### config.mk
export PLATFORM = sky130hd
export DESIGN_NAME = control_unit
export DESIGN_NICKNAME = d
export VERILOG_FILES = /design/src/rtl/control_defines.sv /design/src/rtl/instruction_decoder.sv /design/src/rtl/control_unit.sv
export SDC_FILE = /design/constraint.sdc
export NUM_CORES = 1
export LEC_CHECK = 0
export CAP_MARGIN = 20
export CORE_UTILIZATION = 40
export CTS_CLUSTER_DIAMETER = 150
export DETAILED_ROUTE_END_ITERATION = 7
export PLACE_DENSITY_LB_ADDON = 0.1
export SETUP_SLACK_MARGIN = 0.4
export SLEW_MARGIN = 30
export SYNTH_ARGS = -nofsm -noshare
export SYNTH_HDL_FRONTEND = slang
export SYNTH_SLANG_ARGS = --single-unit
### constraint.sdc
create_clock -name clock -period 2.1 [get_ports clock]
set_input_delay 0.42 -clock clock [delete_from_list [all_inputs] [get_ports clock]]
set_output_delay 0.42 -clock clock [all_outputs]
set_load 0.1 [all_outputs]
### src/rtl/control_defines.sv
// Shared constants for the instruction sequencer: opcodes, field positions,
// write-source encodings and the sequencer state enumeration.
package control_defines;

    localparam logic [31:0] RESET_VECTOR = 32'h0000_0000;

    localparam logic [3:0] OPC_NOP  = 4'h0;
    localparam logic [3:0] OPC_ALU  = 4'h1;
    localparam logic [3:0] OPC_LDI  = 4'h2;
    localparam logic [3:0] OPC_LDIH = 4'h3;
    localparam logic [3:0] OPC_LOAD = 4'h4;
    localparam logic [3:0] OPC_JMP  = 4'h5;
    localparam logic [3:0] OPC_HALT = 4'hF;

    localparam int OPC_MSB = 31;
    localparam int OPC_LSB = 28;
    localparam int RD_MSB  = 27;
    localparam int RD_LSB  = 26;
    localparam int RS1_MSB = 25;
    localparam int RS1_LSB = 24;
    localparam int RS2_MSB = 23;
    localparam int RS2_LSB = 22;
    localparam int IMM_MSB = 21;
    localparam int IMM_LSB = 0;

    localparam logic [1:0] SRC_ALU  = 2'b00;
    localparam logic [1:0] SRC_IMM1 = 2'b01;
    localparam logic [1:0] SRC_IMM2 = 2'b10;
    localparam logic [1:0] SRC_MEM  = 2'b11;

    typedef enum logic [2:0] {
        ST_START,
        ST_FETCH,
        ST_DECODE,
        ST_EXECUTE,
        ST_WRITEBACK,
        ST_MEMORY_WAIT,
        ST_HALTED
    } state_t;

endpackage

### src/rtl/instruction_decoder.sv
// Purely combinational decode of the latched instruction word into data-path
// selectors, immediates and the control flags the sequencer branches on.
module instruction_decoder
    import control_defines::*;
(
    input  logic [31:0] ir_i,
    output logic [1:0]  rd_o,
    output logic [1:0]  rs1_o,
    output logic [1:0]  rs2_o,
    output logic [1:0]  alu_opcode_o,
    output logic [1:0]  source_o,
    output logic [31:0] imm1_o,
    output logic [31:0] imm2_o,
    output logic        write_o,
    output logic        load_o,
    output logic        jump_o,
    output logic        halt_o,
    output logic        illegal_o
);

    logic [3:0]  opcode;
    logic [21:0] imm;

    assign opcode = ir_i[OPC_MSB:OPC_LSB];
    assign imm    = ir_i[IMM_MSB:IMM_LSB];
    assign rd_o   = ir_i[RD_MSB:RD_LSB];
    assign rs1_o  = ir_i[RS1_MSB:RS1_LSB];
    assign rs2_o  = ir_i[RS2_MSB:RS2_LSB];
    assign imm1_o = {{10{imm[21]}}, imm};
    assign imm2_o = {imm[15:0], 16'h0000};

    // Opcode to write-source, ALU operation and sequencing flags.
    always_comb begin
        alu_opcode_o = 2'b00;
        source_o     = SRC_ALU;
        write_o      = 1'b0;
        load_o       = 1'b0;
        jump_o       = 1'b0;
        halt_o       = 1'b0;
        illegal_o    = 1'b0;
        case (opcode)
            OPC_NOP: ;
            OPC_ALU: begin
                write_o      = 1'b1;
                alu_opcode_o = imm[1:0];
            end
            OPC_LDI: begin
                write_o  = 1'b1;
                source_o = SRC_IMM1;
            end
            OPC_LDIH: begin
                write_o  = 1'b1;
                source_o = SRC_IMM2;
            end
            OPC_LOAD: begin
                load_o   = 1'b1;
                source_o = SRC_MEM;
            end
            OPC_JMP:  jump_o = 1'b1;
            OPC_HALT: halt_o = 1'b1;
            default:  illegal_o = 1'b1;
        endcase
    end

endmodule

### src/rtl/control_unit.sv
// Non-pipelined fetch/decode/execute sequencer driving the data path.
//
// state       | meaning
// ------------+------------------------------------------------------------
// START       | one idle cycle after reset before the first fetch
// FETCH       | instruction_request high, wait for instruction_ready
// DECODE      | IR valid, decoded outputs settle
// EXECUTE     | branch on opcode; JMP loads pc here
// WRITEBACK   | output_enable high for one cycle
// MEMORY_WAIT | memory_request high, wait for memory_ready
// HALTED      | terminal until reset; illegal_instruction set if undefined op
module control_unit
    import control_defines::*;
(
    input  logic        clock,
    input  logic        reset,
    output logic        instruction_request,
    output logic [31:0] instruction_address,
    input  logic        instruction_ready,
    input  logic [31:0] instruction_data,
    output logic        memory_request,
    output logic [31:0] memory_address,
    input  logic        memory_ready,
    output logic [1:0]  input_register_selector_1,
    output logic [1:0]  input_register_selector_2,
    output logic [1:0]  output_register_selector,
    output logic [1:0]  output_source_selector,
    output logic        output_enable,
    output logic [1:0]  alu_opcode,
    output logic [31:0] ir_immediate_1,
    output logic [31:0] ir_immediate_2,
    output logic        halted,
    output logic        illegal_instruction
);

    state_t      state_q, state_d;
    logic [31:0] pc_q, pc_d;
    logic [31:0] ir_q, ir_d;
    logic        illegal_q, illegal_d;
    logic        ireq_q, mreq_q, oe_q, halted_q;

    logic [31:0] dec_imm1;
    logic        dec_write, dec_load, dec_jump, dec_halt, dec_illegal;

    instruction_decoder u_decoder (
        .ir_i         (ir_q),
        .rd_o         (output_register_selector),
        .rs1_o        (input_register_selector_1),
        .rs2_o        (input_register_selector_2),
        .alu_opcode_o (alu_opcode),
        .source_o     (output_source_selector),
        .imm1_o       (dec_imm1),
        .imm2_o       (ir_immediate_2),
        .write_o      (dec_write),
        .load_o       (dec_load),
        .jump_o       (dec_jump),
        .halt_o       (dec_halt),
        .illegal_o    (dec_illegal)
    );

    // State, PC, IR and the registered strobes; strobes are decoded from the
    // next state so they line up with the state they belong to.
    always_ff @(posedge clock or posedge reset) begin
        if (reset) begin
            state_q   <= ST_START;
            pc_q      <= RESET_VECTOR;
            ir_q      <= '0;
            illegal_q <= 1'b0;
            ireq_q    <= 1'b0;
            mreq_q    <= 1'b0;
            oe_q      <= 1'b0;
            halted_q  <= 1'b0;
        end else begin
            state_q   <= state_d;
            pc_q      <= pc_d;
            ir_q      <= ir_d;
            illegal_q <= illegal_d;
            ireq_q    <= (state_d == ST_FETCH);
            mreq_q    <= (state_d == ST_MEMORY_WAIT);
            oe_q      <= (state_d == ST_WRITEBACK);
            halted_q  <= (state_d == ST_HALTED);
        end
    end

    // Next-state, PC and IR update logic.
    always_comb begin
        state_d   = state_q;
        pc_d      = pc_q;
        ir_d      = ir_q;
        illegal_d = illegal_q;
        case (state_q)
            ST_START: state_d = ST_FETCH;
            ST_FETCH: begin
                if (instruction_ready) begin
                    ir_d    = instruction_data;
                    pc_d    = pc_q + 32'd1;
                    state_d = ST_DECODE;
                end
            end
            ST_DECODE: state_d = ST_EXECUTE;
            ST_EXECUTE: begin
                if (dec_illegal) begin
                    illegal_d = 1'b1;
                    state_d   = ST_HALTED;
                end else if (dec_halt) begin
                    state_d = ST_HALTED;
                end else if (dec_load) begin
                    state_d = ST_MEMORY_WAIT;
                end else if (dec_write) begin
                    state_d = ST_WRITEBACK;
                end else begin
                    if (dec_jump) begin
                        pc_d = dec_imm1;
                    end
                    state_d = ST_FETCH;
                end
            end
            ST_MEMORY_WAIT: begin
                if (memory_ready) begin
                    state_d = ST_WRITEBACK;
                end
            end
            ST_WRITEBACK: state_d = ST_FETCH;
            ST_HALTED:    state_d = ST_HALTED;
            default:      state_d = ST_START;
        endcase
    end

    assign instruction_request = ireq_q;
    assign instruction_address = pc_q;
    assign memory_request      = mreq_q;
    assign memory_address      = dec_imm1;
    assign ir_immediate_1      = dec_imm1;
    assign output_enable       = oe_q;
    assign halted              = halted_q;
    assign illegal_instruction = illegal_q;

endmodule
* Word-level counts from Yosys, hierarchy flattened
Cells that the tools add are included.
** Storage, ports and cells
- Register bits :: 72
- Input bits :: 36
- Output and inout port bits :: 143
- Logic and storage cells :: 61
** Cells by class
- Add/sub/neg operators :: 1
- Eq/ne operators :: 22
- Muxes and demuxes :: 20
- Bitwise gates (word level) :: 1
- Reductions and logical operators :: 9
** Operators with widths (count)
- 32-bit 2-to-1 mux :: 6
- 32-bit one-hot mux with 2 select lines :: 1
- 32-bit by 1-bit adder with 32-bit output, second input constant :: 1
- 3-bit == test, second input constant :: 6
- 3-bit 2-to-1 mux :: 6
- 3-bit one-hot mux with 6 select lines :: 1
- 2-bit inequality test, second input constant :: 6
- 4-bit by 2-bit == test with 1-bit output, second input constant :: 2
- 4-bit by 3-bit == test with 1-bit output, second input constant :: 2
- 7-bit AND reduction :: 1
- 7-bit OR reduction :: 1
- 3-bit by 1-bit == test with 1-bit output, second input constant :: 2
- 3-bit by 2-bit == test with 1-bit output, second input constant :: 2
- 2-bit one-hot mux with 3 select lines :: 1
- 4-bit by 1-bit == test with 1-bit output, second input constant :: 1
- 4-bit == test, second input constant :: 1
- 4-bit logical NOT :: 1
- 1-bit 2-to-1 mux :: 4
- 2-bit AND reduction :: 2
- 3-bit logical NOT :: 1
- 3-bit OR reduction :: 1
- 2-bit 2-to-1 mux :: 1
- 2-bit nonzero test :: 1
- 2-bit OR reduction :: 1
- 1-bit NOT :: 1

* Logic depth before layout (Yosys ltp)
Gate-level depths: netlist of the first run.
- Depth after elaboration :: 9
- Mapped depth :: 8
- Depth with buffers taken out :: 6

* Hierarchy
A second synthesis of the first run with hierarchy kept.
** Unflattened totals
- Cells, all modules :: 546
- Area, all modules :: 4611.9 um^2
** By module, submodules not included
- control_unit :: instances 1, cells an instance 461, area an instance 3955.0 um^2, sequential area each 1801.7 um^2
- instruction_decoder :: instances 1, cells an instance 85, area an instance 656.9 um^2, sequential area each 0.0 um^2

* Least setup slack after synthesis of the first run
Ideal clock, no wire load.
- Path kind :: register to output
- From :: register ir_q[29]
- To :: output output_source_selector[0]
- Arrival time :: 2.663 ns
- Required time :: 1.680 ns
- Path slack :: -0.983 ns
- Cell stages (with the launch flop) :: 4
- Buffers on the path :: 1
- Cells stage by stage :: dfrtp_1 buf_2 xnor2_1 nor3_1
** On the way
- Longest elaborated chain between the ends :: 2
- Elaborated cells between the ends (all ways) :: 4
- Classes of those cells :: 3 x eq/ne; 1 x mux
** Ends and longest elaborated chain
- start, declared :: line control_unit.sv:38 : logic [31:0] ir_q, ir_d;
- start signal, assigned :: line control_unit.sv:76 : ir_q <= ir_d;
- 4-bit by 3-bit == test with 1-bit output / 4-bit by 2-bit == test with 1-bit output (equally long branches) :: line instruction_decoder.sv:41 : case (opcode)
- 2-bit one-hot mux with 3 select lines * :: line instruction_decoder.sv:41
- end, declared :: line control_unit.sv:27 : output logic [1:0] output_source_selector,
Every way passes the cells marked *; elsewhere a longest branch is shown, timed or not.

* Final worst setup path of the first run
- From :: register ir_q[29]
- To :: output output_source_selector[1]
Same word-level chain as after synthesis.

==> impl_metrics.json, run 1 <==
{
  "htreeDepth": 3,
  "clock_path_buffers": 2,
  "avgRoutedWirePerCell_um": 16.34,
  "coreArea_um2": 10940,
  "design_area_um2": 7062,
  "drc": 1,
  "synth_area_per_cell_um2": 8.363,
  "grt_pass1_wl_um": 17910,
  "seq_area_frac_synth_pct": 39.82,
  "grt.overflow.total": 0,
  "worst-path-buf-inv": 2,
  "fin_nets": 715,
  "dieWidth_um": 108.4,
  "crit_arrival_ns": 1.58,
  "hold_viol_final": 0,
  "grt_max_degree": 42,
  "synth-edff-count": 0,
  "syn_inst": 541,
  "pin_count": 179,
  "yosys_warnings": 0,
  "synthFlopType": "dfrtp_1",
  "fin_util_pct": 64.58,
  "synthTopCellsByArea": "dfrtp_1 (40%), buf_4 (17%), nand2_1 (11%)",
  "path_cells": "buf_6, or3b_4, a21oi_4, buf_12",
  "diodes": 0,
  "syn-cell-area_um2": 4524,
  "hold_buffers": 0,
  "antenna_found_initial": 0,
  "dieArea_um2": 11740,
  "cap_violations": 0,
  "place_area_um2": 5873,
  "place_worst_setup_slack_ns": 0.04699,
  "crit_path_end_kind": "output port",
  "root_buffer": "clkbuf_16",
  "final_antenna_net_count": 0,
  "synth.most_common_cell": "nand2_1",
  "finalCritPeriodShare_pct": 95.35,
  "cts_buffers": 9,
  "drtPass1Iterations": 7,
  "worstPathRequired_ns": 1.68,
  "critical_path_peak_fanout": 2,
  "grt_use_total_pct": 19.71,
  "fin_ws_ns": 0.09771,
  "crit_type": "reg -> out",
  "violations": "design-rule violations",
  "fill_cells": 850,
  "finalWirelength_um": 13450,
  "slowest_delay_ns": 0.40,
  "setup_viol": 0,
  "rows": 38,
  "synth.distinct_cells": 59,
  "yosysTopAreaCell": "dfrtp_1",
  "portBuffers": 162,
  "timing.fmax_mhz": 499.4,
  "clk_latency_ns": 0.33,
  "rsz0062_at_grt": "true",
  "area_growth_pct": 56.08,
  "critPathTopFamily": "flip-flops",
  "cp-start-kind": "register",
  "worst_hold_slack_ns": 0.4799,
  "vias": 4311,
  "ys_ff_latch": 72,
  "drt_iter0_markers": 238,
  "vias_per_cell": 5.238,
  "synth_top_area_share_pct": 39.82,
  "worst_path_max_delay_cell": "dfrtp_1",
  "synth-async-reset-ratio_pct": 100.0,
  "grt_pass1_vias": 3465,
  "layout-drive-gt1-share_pct": 46.85,
  "hold_class": "reg -> reg",
  "gp_congestion": 0.8629,
  "die_y_um": 108.4,
  "ys_top_cells_by_count": "nand2_1 (127), buf_4 (102), dfrtp_1 (72)",
  "cts.sinks": 72,
  "status": "complete, but fails checks",
  "start_util_pct": 41.37,
  "cts_tree": "yes",
  "path_clk_slew_ns": 0.06,
  "period_needed_ns": 2.002,
  "dp_hpwl_um": 8024,
  "final.setup_skew_ns": 0.006618,
  "maxSlewViolCount": 0
}
==> layer usage <==
layer  GRT usage [%]  wire (µm)  part of all wire, %  vias up
li1                -          -                    -     2018
met5               0          0                    0        -
met4           8.494        374                  2.8        0
met3           4.159       1088                  8.1       32
met2           29.80       6352                   47      227
met1           27.20       5636                   42     2034
==> worst min-delay path, delay by kind of cell, from the launching register on <==
kind	cells	cell delay [ns]
flip-flops	1	0.34
AND/OR/NAND/NOR	2	0.11
==> path summary, 6_finish.rpt <==
kind	endpoint	slack (ns)	startpoint	cells past startpoint
hold / removal	ir_q[24]	0.48	ir_q[24]	2
max in group asynchronous	instruction_address[19]	1.34	reset	3
setup reg to reg	instruction_address[5]	0.24	ir_q[29]	10
setup / recovery	output_source_selector[1]	0.1	ir_q[29]	4
hold reg to reg	ir_q[24]	0.48	ir_q[24]	2
min in group asynchronous	instruction_address[0]	0.51	reset	3
==> flip-flops by register name, summed over array words and instances, names as in the netlist <==
name / count
halted: 1
illegal_instruction: 1
instruction_request: 1
state_q: 3
instruction_address: 32
ir_q: 32
memory_request: 1
output_enable: 1
==> final cells by class <==
class                           count  area [µm²]  share of cell area, %
Tap cell                          140       175.2                  2.481
Inverter                            6       26.28                 0.3721
Timing Repair Buffer              242        2460                  34.83
Clock buffer                       11       242.7                  3.437
Multi-Input combinational cell    347        2148                  30.42
Clock inverter                      5       103.9                  1.471
Sequential cell                    72        1906                  26.98
==> timing repair <==
action                                 4_1_cts  5_1_grt
pin swaps                                    2       25
setup buffers                                8       48
setup endpoints to repair                   27       46
gates resized for setup                     14       54
endpoints found under the hold margin        0        0
gates cloned                                 0        5
==> logic make-up after synthesis <==
family | share of synthesized area (%)
AOI/OAI and AO/OA | 14.96
other | 0.08289
DFF | 39.82
muxes | 0.2489
adders and majority gates | 0.2765
and+or+nand+nor | 23.73
xor gates and xnor gates | 0.5809
buffers and inverters | 20.30
==> placed cells by master, fill, tap and decap left out, types with 3 or more instances in the layout <==
master | synthesis | routed
o211ai_1 | 5 | 5
nor2_1 | 25 | 20
o22ai_1 | 10 | 9
bufinv_16 | 0 | 3
nand4_1 | 13 | 13
o21ai_2 | 0 | 5
a31oi_1 | 5 | 4
and2_1 | 4 | 4
clkdlybuf4s50_1 | 0 | 34
dfrtp_4 | 0 | 24
a21oi_2 | 0 | 8
clkbuf_16 | 0 | 13
buf_12 | 0 | 35
o311ai_1 | 4 | 4
buf_4 | 102 | 158
a21oi_1 | 34 | 24
inv_1 | 4 | 3
conb_1 | 1 | 16
and3_1 | 6 | 4
nand2_1 | 127 | 125
nor3_2 | 0 | 5
dfrtp_1 | 72 | 37
nor2_2 | 1 | 3
nor2_4 | 1 | 4
nand3_1 | 14 | 12
a2bb2oi_1 | 7 | 5
dfrtp_2 | 0 | 11
o21ai_1 | 16 | 12
o22a_1 | 6 | 6
buf_6 | 0 | 7
buf_8 | 0 | 3
==> per-stage QoR <==
| stage | std cells | setup TNS, ns |
|---|---|---|
| CTS | 770 | 0 |
| finish | 823 | 0 |
| global placement | 746 | 0 |
| detailed placement | 746 | 0 |
| global route | 823 | 0 |
| floorplan | 556 | -0.1030 |
Power of run 1 is left out: the tool's default activity adds up to more than one toggle a clock period on the data nets, which glitch-free logic cannot reach.
==> inputs of run 2 (changes only) <==
Settings changed: ABC_CLOCK_PERIOD_IN_PS set to 2100.
==> results of run 2 <==
Same layout as run 1: the final DEF is identical, and so are final timing and power.
Power of run 2 is left out for the same reason.
